===== src/rtl/sa_c_drain_collector.sv =====
// Result-side collector for the PE array: requests one row-major drain per pe_done, buffers the
// tile in a first-word-fall-through FIFO and replays it on a valid/ready stream with a tile-last flag.
module sa_c_drain_collector #(
    parameter int SIDE       = 8,
    parameter int ACC_BITS   = 32,
    parameter int FIFO_DEPTH = 64
) (
    input  logic                clk,
    input  logic                rst,
    input  logic                pe_done,
    output logic                c_drain_req,
    input  logic                c_busy,
    input  logic                c_valid,
    input  logic [ACC_BITS-1:0] c_data,
    input  logic                c_last,
    output logic                m_valid,
    input  logic                m_ready,
    output logic [ACC_BITS-1:0] m_data,
    output logic                m_last,
    output logic                busy,
    input  logic                err_clr,
    output logic                err_frame,
    output logic                err_ovf
);
    localparam int TILE = SIDE * SIDE;
    localparam int WCW  = (TILE > 1) ? $clog2(TILE) : 1;
    localparam int PW   = $clog2(FIFO_DEPTH);
    localparam int CNTW = PW + 1;

    localparam logic [WCW-1:0]  LAST_IDX = WCW'(TILE - 1);
    localparam logic [CNTW-1:0] DEPTH_C  = CNTW'(FIFO_DEPTH);
    localparam logic [CNTW-1:0] TILE_C   = CNTW'(TILE);

    typedef enum logic [1:0] {
        S_IDLE,
        S_REQ,
        S_RECV
    } state_t;

    state_t              r_state;
    logic                r_pend;
    logic [WCW-1:0]      r_word_cnt;
    logic                r_drain_req;
    logic                r_err_frame;
    logic                r_err_ovf;

    logic [ACC_BITS:0]   r_mem [FIFO_DEPTH];
    logic [PW-1:0]       r_wr_ptr;
    logic [PW-1:0]       r_rd_ptr;
    logic [CNTW-1:0]     r_count;

    logic                w_empty;
    logic                w_full;
    logic                w_pop;
    logic                w_push_req;
    logic                w_push;
    logic                w_at_end;
    logic                w_push_last;
    logic [CNTW-1:0]     w_free;
    logic                w_start;
    logic                w_frame_set;
    logic                w_ovf_set;
    logic [ACC_BITS:0]   w_head;

    always_comb begin
        w_empty     = (r_count == '0);
        w_full      = (r_count == DEPTH_C);
        w_pop       = !w_empty && m_ready;
        w_push_req  = (r_state == S_RECV) && c_valid;
        // A full FIFO still accepts a word when the head leaves in the same cycle.
        w_push      = w_push_req && (!w_full || w_pop);
        w_at_end    = (r_word_cnt == LAST_IDX);
        w_push_last = c_last || w_at_end;
        w_free      = DEPTH_C - r_count;
        w_start     = (r_state == S_IDLE) && r_pend && (w_free >= TILE_C);
        w_frame_set = (c_valid && (r_state != S_RECV)) || (w_push_req && (c_last != w_at_end));
        w_ovf_set   = (pe_done && r_pend) || (w_push_req && w_full && !w_pop);
        w_head      = r_mem[r_rd_ptr];
    end

    always_ff @(posedge clk) begin
        if (rst) begin
            r_state     <= S_IDLE;
            r_pend      <= 1'b0;
            r_word_cnt  <= '0;
            r_drain_req <= 1'b0;
            r_err_frame <= 1'b0;
            r_err_ovf   <= 1'b0;
        end else begin
            r_pend      <= w_start ? 1'b0 : (r_pend || pe_done);
            r_err_frame <= w_frame_set || (r_err_frame && !err_clr);
            r_err_ovf   <= w_ovf_set || (r_err_ovf && !err_clr);
            case (r_state)
                S_IDLE: begin
                    if (w_start) begin
                        r_state     <= S_REQ;
                        r_drain_req <= 1'b1;
                    end
                end
                S_REQ: begin
                    if (c_busy) begin
                        r_state     <= S_RECV;
                        r_drain_req <= 1'b0;
                        r_word_cnt  <= '0;
                    end
                end
                S_RECV: begin
                    if (c_valid) begin
                        if (w_push_last) begin
                            r_state    <= S_IDLE;
                            r_word_cnt <= '0;
                        end else begin
                            r_word_cnt <= r_word_cnt + WCW'(1);
                        end
                    end
                end
                default: begin
                    r_state     <= S_IDLE;
                    r_drain_req <= 1'b0;
                end
            endcase
        end
    end

    always_ff @(posedge clk) begin
        if (rst) begin
            r_wr_ptr <= '0;
            r_rd_ptr <= '0;
            r_count  <= '0;
        end else begin
            if (w_push) r_wr_ptr <= r_wr_ptr + PW'(1);
            if (w_pop)  r_rd_ptr <= r_rd_ptr + PW'(1);
            case ({w_push, w_pop})
                2'b10:   r_count <= r_count + CNTW'(1);
                2'b01:   r_count <= r_count - CNTW'(1);
                default: r_count <= r_count;
            endcase
        end
    end

    // NOTE: the storage array has no reset; the count hides stale entries, so clearing it would only cost flops.
    always_ff @(posedge clk) begin
        if (w_push) r_mem[r_wr_ptr] <= {w_push_last, c_data};
    end

    assign c_drain_req = r_drain_req;
    assign m_valid     = !w_empty;
    assign m_data      = w_empty ? '0 : w_head[ACC_BITS-1:0];
    assign m_last      = !w_empty && w_head[ACC_BITS];
    assign busy        = (r_state != S_IDLE) || r_pend;
    assign err_frame   = r_err_frame;
    assign err_ovf     = r_err_ovf;

endmodule


===== config.mk =====
export PLATFORM = sky130hd
export DESIGN_NAME = sa_c_drain_collector
export DESIGN_NICKNAME = d
export VERILOG_FILES = /design/src/rtl/sa_c_drain_collector.sv
export SDC_FILE = /design/constraint.sdc
export NUM_CORES = 2
export LEC_CHECK = 0
export ABC_CLOCK_PERIOD_IN_PS = 8600
export BUFFER_PORTS_ARGS = -buffer_cell sky130_fd_sc_hd__buf_2
export CAP_MARGIN = 0
export CORE_ASPECT_RATIO = 0.6
export CORE_MARGIN = 2
export CORE_UTILIZATION = 60
export DETAILED_ROUTE_END_ITERATION = 12
export PLACE_DENSITY = 0.76
export RECOVER_POWER = 100
export REMOVE_ABC_BUFFERS = 1
export SETUP_SLACK_MARGIN = 0.5
export SLEW_MARGIN = 20
export SYNTH_ARGS = -nofsm -noshare
export SYNTH_HDL_FRONTEND = slang
export SYNTH_SLANG_ARGS = --single-unit

===== constraint.sdc =====
create_clock -name clk -period 8.6 [get_ports clk]
set_input_delay 1.72 -clock clk [delete_from_list [all_inputs] [get_ports clk]]
set_output_delay 1.72 -clock clk [all_outputs]
set_load 0.02 [all_outputs]

==> run summary <==
====================================================================================
Status                                                                  finished with violations
Violations in the final reports                                         capacitance limit, slew limit
Detailed-placement wirelength estimate                                    109,000 um
X dimension of the die                                                        483 um
Prevailing post-synth register cell                                     sky130_fd_sc_hd__edfxtp_1
Worst Path Buf+Inv                                                                 3
Clock latency on the worst-skew pair                                         0.80 ns
Gates resized, CTS repair                                                          0
Post-synthesis sequential element count                                        2,149
Port buffer count                                                                 77
Number of nets in the layout                                                   3,799
Maximum vdd drop                                                              291 uV
Type of the worst min-delay path                                        register to register
Maxcap violations                                                                115
Maximum number of pins on one net before global-route repair                     135
Detailed-route wire length per cell                                          36.9 um
Number of synthesized flops with an enable pin                                 2,112
Final clock skew                                                           0.0287 ns
Power after layout                                                           24.0 mW
Kind of launch point of the worst setup path                                register
Leakage power                                                                27.0 nW
Relative max-transition margin                                                 -1.53
R2R Path Start                                                          r_count[2]$_SDFFE_PP0P_
Setup CP Type                                                           register to primary output
Mapped Area                                                               0.0825 mm2
Power density over the cells                                              265 mW/mm2
Net Sw Frac                                                                    0.260
Total Routed Length                                                       210,000 um
Final estimated routing congestion in global placement                         0.814
Number of buffers inserted for hold repair after clock tree synthesis              0
Portion of total power attributed to sequential cells                          0.485
Cell row count                                                                   105
Largest delay contributor family on the critical path                   buffers and inverters
Fraction of layout cells with a size suffix above 1                            0.242
Critical Path, Cell by Cell                                             or4_1, nor3_1, inv_1, clkbuf_1, o21ai_0, nor3_1, clkbuf_1
Vias post-DR                                                                  40,634
Initial drt markers                                                            6,813
Buffer type at the clock tree root                                      sky130_fd_sc_hd__clkbuf_16
Cell-internal power                                                          17.7 mW
Initial standard-cell utilization of the core                                  0.604
Vias in the first global route                                                39,511
Critical-path top delay cell                                            sky130_fd_sc_hd__clkbuf_1
Count of boundary I/O pins                                                        78
Die area                                                                   0.141 mm2
Final hold vios                                                                    0
TritonCTS clock tree                                                           built
Proportion of synthesized chip area in sequential cells                        0.777
Crit path time final                                                         7.25 ns
Post-CTS repair timing setup buffer count                                          0
Combinational Power Share                                                      0.194
Synthesis-to-finish area growth                                                9.54%
Post-route cell area                                                      0.0904 mm2
Net Switching                                                                6.24 mW
Placeable Area                                                             0.137 mm2
Worst slew pin tran                                                          3.80 ns
Max Root-Sink Buffers                                                              3
Yosys warning count                                                                0
Area of placed instances                                                  0.0855 mm2
WHS                                                                         0.460 ns
Clk pwr share                                                                  0.321
Critical Path AT                                                             5.53 ns
Async set-reset flop share out of synthesis                                        0
Number of antenna violations at the first check in global routing                  3
Total routing usage reported by global routing                                 0.303
CTS Buf Count                                                                    178
Number of clock sinks seen by CTS                                              2,149
Biggest fanout along the worst timing path                                        19
Number of optimization iterations in the first detailed-route pass                 8
Via-per-instance ratio                                                          7.12
Library cells used by synthesis                                                   68
Number of setup violations in the final report                                     0
Start point of the critical path                                        r_count[2]$_SDFFE_PP0P_
F_max                                                                      0.138 GHz
Critical Path RT                                                             6.88 ns
Worst Setup End Kind                                                    primary output
CTS clk-pin slew, worst paths                                                0.06 ns
Final Max Tran Viols                                                           4,316
Wire length of the first global-routing pass                              297,000 um
Total overflow reported by the global router                                       0
Source of the worst hold timing path                                    c_drain_req$_SDFFE_PP0P_
Remaining antenna violation count after routing                                    0
Final clock period utilization by the worst path                               0.843
Slowest stage delay, CP                                                      1.66 ns
Die boundary height                                                           291 um
Unrepaired setup endpoints after global routing                                   no
Residual DRC count                                                                 0
Average cell area after synthesis                                           23.1 um2
Clock H-tree levels                                                                4
Synthesized instance count                                                     3,572
Post-route setup TNS                                                            0 ns
====================================================================================
==> cells in the final DEF, fill, tap and decap left out, types with 10 or more instances in the layout <==
master / synthesis / layout
sky130_fd_sc_hd__nor2b_1: 24 / 23
sky130_fd_sc_hd__a21oi_1: 44 / 44
sky130_fd_sc_hd__edfxtp_1: 2112 / 2112
sky130_fd_sc_hd__buf_2: 70 / 20
sky130_fd_sc_hd__a211oi_1: 10 / 10
sky130_fd_sc_hd__clkbuf_16: 0 / 185
sky130_fd_sc_hd__o21ai_0: 9 / 12
sky130_fd_sc_hd__nor3_1: 9 / 10
sky130_fd_sc_hd__dfxtp_1: 37 / 32
sky130_fd_sc_hd__xor2_1: 10 / 10
sky130_fd_sc_hd__nor2_4: 0 / 46
sky130_fd_sc_hd__mux4_2: 578 / 578
sky130_fd_sc_hd__nand3_1: 34 / 35
sky130_fd_sc_hd__a22oi_1: 62 / 62
sky130_fd_sc_hd__mux2i_1: 98 / 98
sky130_fd_sc_hd__clkinv_1: 2 / 43
sky130_fd_sc_hd__clkinv_2: 0 / 28
sky130_fd_sc_hd__nor2_1: 114 / 66
sky130_fd_sc_hd__o22ai_1: 15 / 15
sky130_fd_sc_hd__nand2_1: 74 / 74
sky130_fd_sc_hd__buf_4: 46 / 33
sky130_fd_sc_hd__clkbuf_1: 44 / 168
==> metrics by stage <==
| step | setup slack (ns) | util | std cells |
|---|---|---|---|
| after CTS | 2.12 | 0.665 | 5702 |
| after floorplan | -15.56 | - | 3385 |
| after global placement | 2.97 | 0.626 | 5391 |
| after detailed placement | 3.00 | 0.626 | 5391 |
| final | 1.35 | 0.662 | 5708 |
| after global routing | 1.16 | 0.662 | 5704 |
==> cells in the mapped netlist, drive strengths merged, types with 3 or more instances <==
master,number,share of area
nand4,9,0.00068
nor2,114,0.0052
mux2,8,0.0011
buf,143,0.011
nand3,35,0.0022
or3b,3,0.00032
edfxtp,2112,0.77
xor2,10,0.0011
nand3b,5,0.00045
mux4,578,0.16
o21ai,14,0.00085
o2111ai,3,0.00032
a21o,3,0.00027
a22o,6,0.00064
or3,6,0.00045
a211oi,10,0.00091
a32oi,5,0.00053
o221ai,8,0.00085
xnor2,4,0.00042
o41a,3,0.00041
and3,5,0.00038
inv,7,0.00032
a22oi,62,0.0056
nand2,74,0.0034
nor3,10,0.00074
or2,7,0.00053
o211ai,5,0.00045
ha,5,0.00076
a31oi,9,0.00068
and2,8,0.00061
a21oi,44,0.0027
nor2b,24,0.0018
nor4,4,0.00030
dfxtp,37,0.0090
o22ai,15,0.0011
nand2b,7,0.00053
a2111oi,4,0.00042
mux2i,98,0.012
clkbuf,44,0.0020
==> power groups by stage <==
stage | Combinational, mW | Clock, mW | Sequential (mW)
detailed placement | 4.68 | 0 | 11.9
global placement | 4.62 | 0 | 11.9
CTS | 4.72 | 7.77 | 11.6
finish | 4.65 | 7.70 | 11.6
floorplan | 3.37 | 0 | 12.2
global route | 4.90 | 8.14 | 11.7
==> worst paths after layout <==
path	end	slack (ns)	depth (start not counted)
worst max-delay path	m_data[10]	1.35	7
worst min-delay path	c_drain_req$_SDFFE_PP0P_	0.46	2
worst max register to register	r_mem[63][2]$_DFFE_PP_	2.67	5
worst min register to register	c_drain_req$_SDFFE_PP0P_	0.46	2
==> cell type report <==
class | count | area [um2]
Antenna cell | 4 | 10.0
Clock buffer | 228 | 4800
Clock inverter | 83 | 556
Fill cell | 8448 | 46200
Inverter | 9 | 35.0
Multi-Input combinational cell | 1227 | 17600
Sequential cell | 2149 | 64200
Tap cell | 1819 | 2280
Timing Repair Buffer | 189 | 991
==> routing by layer <==
| metal | part of all wire | global-route usage |
|---|---|---|
| met3 | 0.15 | 0.0904 |
| met5 | 0.000081 | 0 |
| met4 | 0.031 | 0.0924 |
| met2 | 0.45 | 0.434 |
| met1 | 0.37 | 0.459 |
==> tightest hold or removal path, cell delays in order (launching register included) <==
cell and delay, ns:
sky130_fd_sc_hd__dfxtp_1 0.31, sky130_fd_sc_hd__nand2_1 0.05, sky130_fd_sc_hd__a21oi_1 0.05
==> state kept, by name, summed over array words and instances, names as in the netlist, named ones only <==
register,flops
r_count,7
r_word_cnt,6
err_frame,1
r_pend,1
r_wr_ptr,6
r_mem,2112
r_rd_ptr,6
r_state,2
c_drain_req,1
err_ovf,1
==> kinds of logic after synthesis <==
family,share of synthesized area
XOR/XNOR,0.00149
AO/OA/AOI/OAI,0.0182
adder cells (fa/ha/maj),0.000758
multiplexers,0.171
AND/OR/NAND/NOR,0.0178
buffers and inverters,0.0136
flip-flops,0.777
No activity file was read; power rests on OpenSTA's default activity.
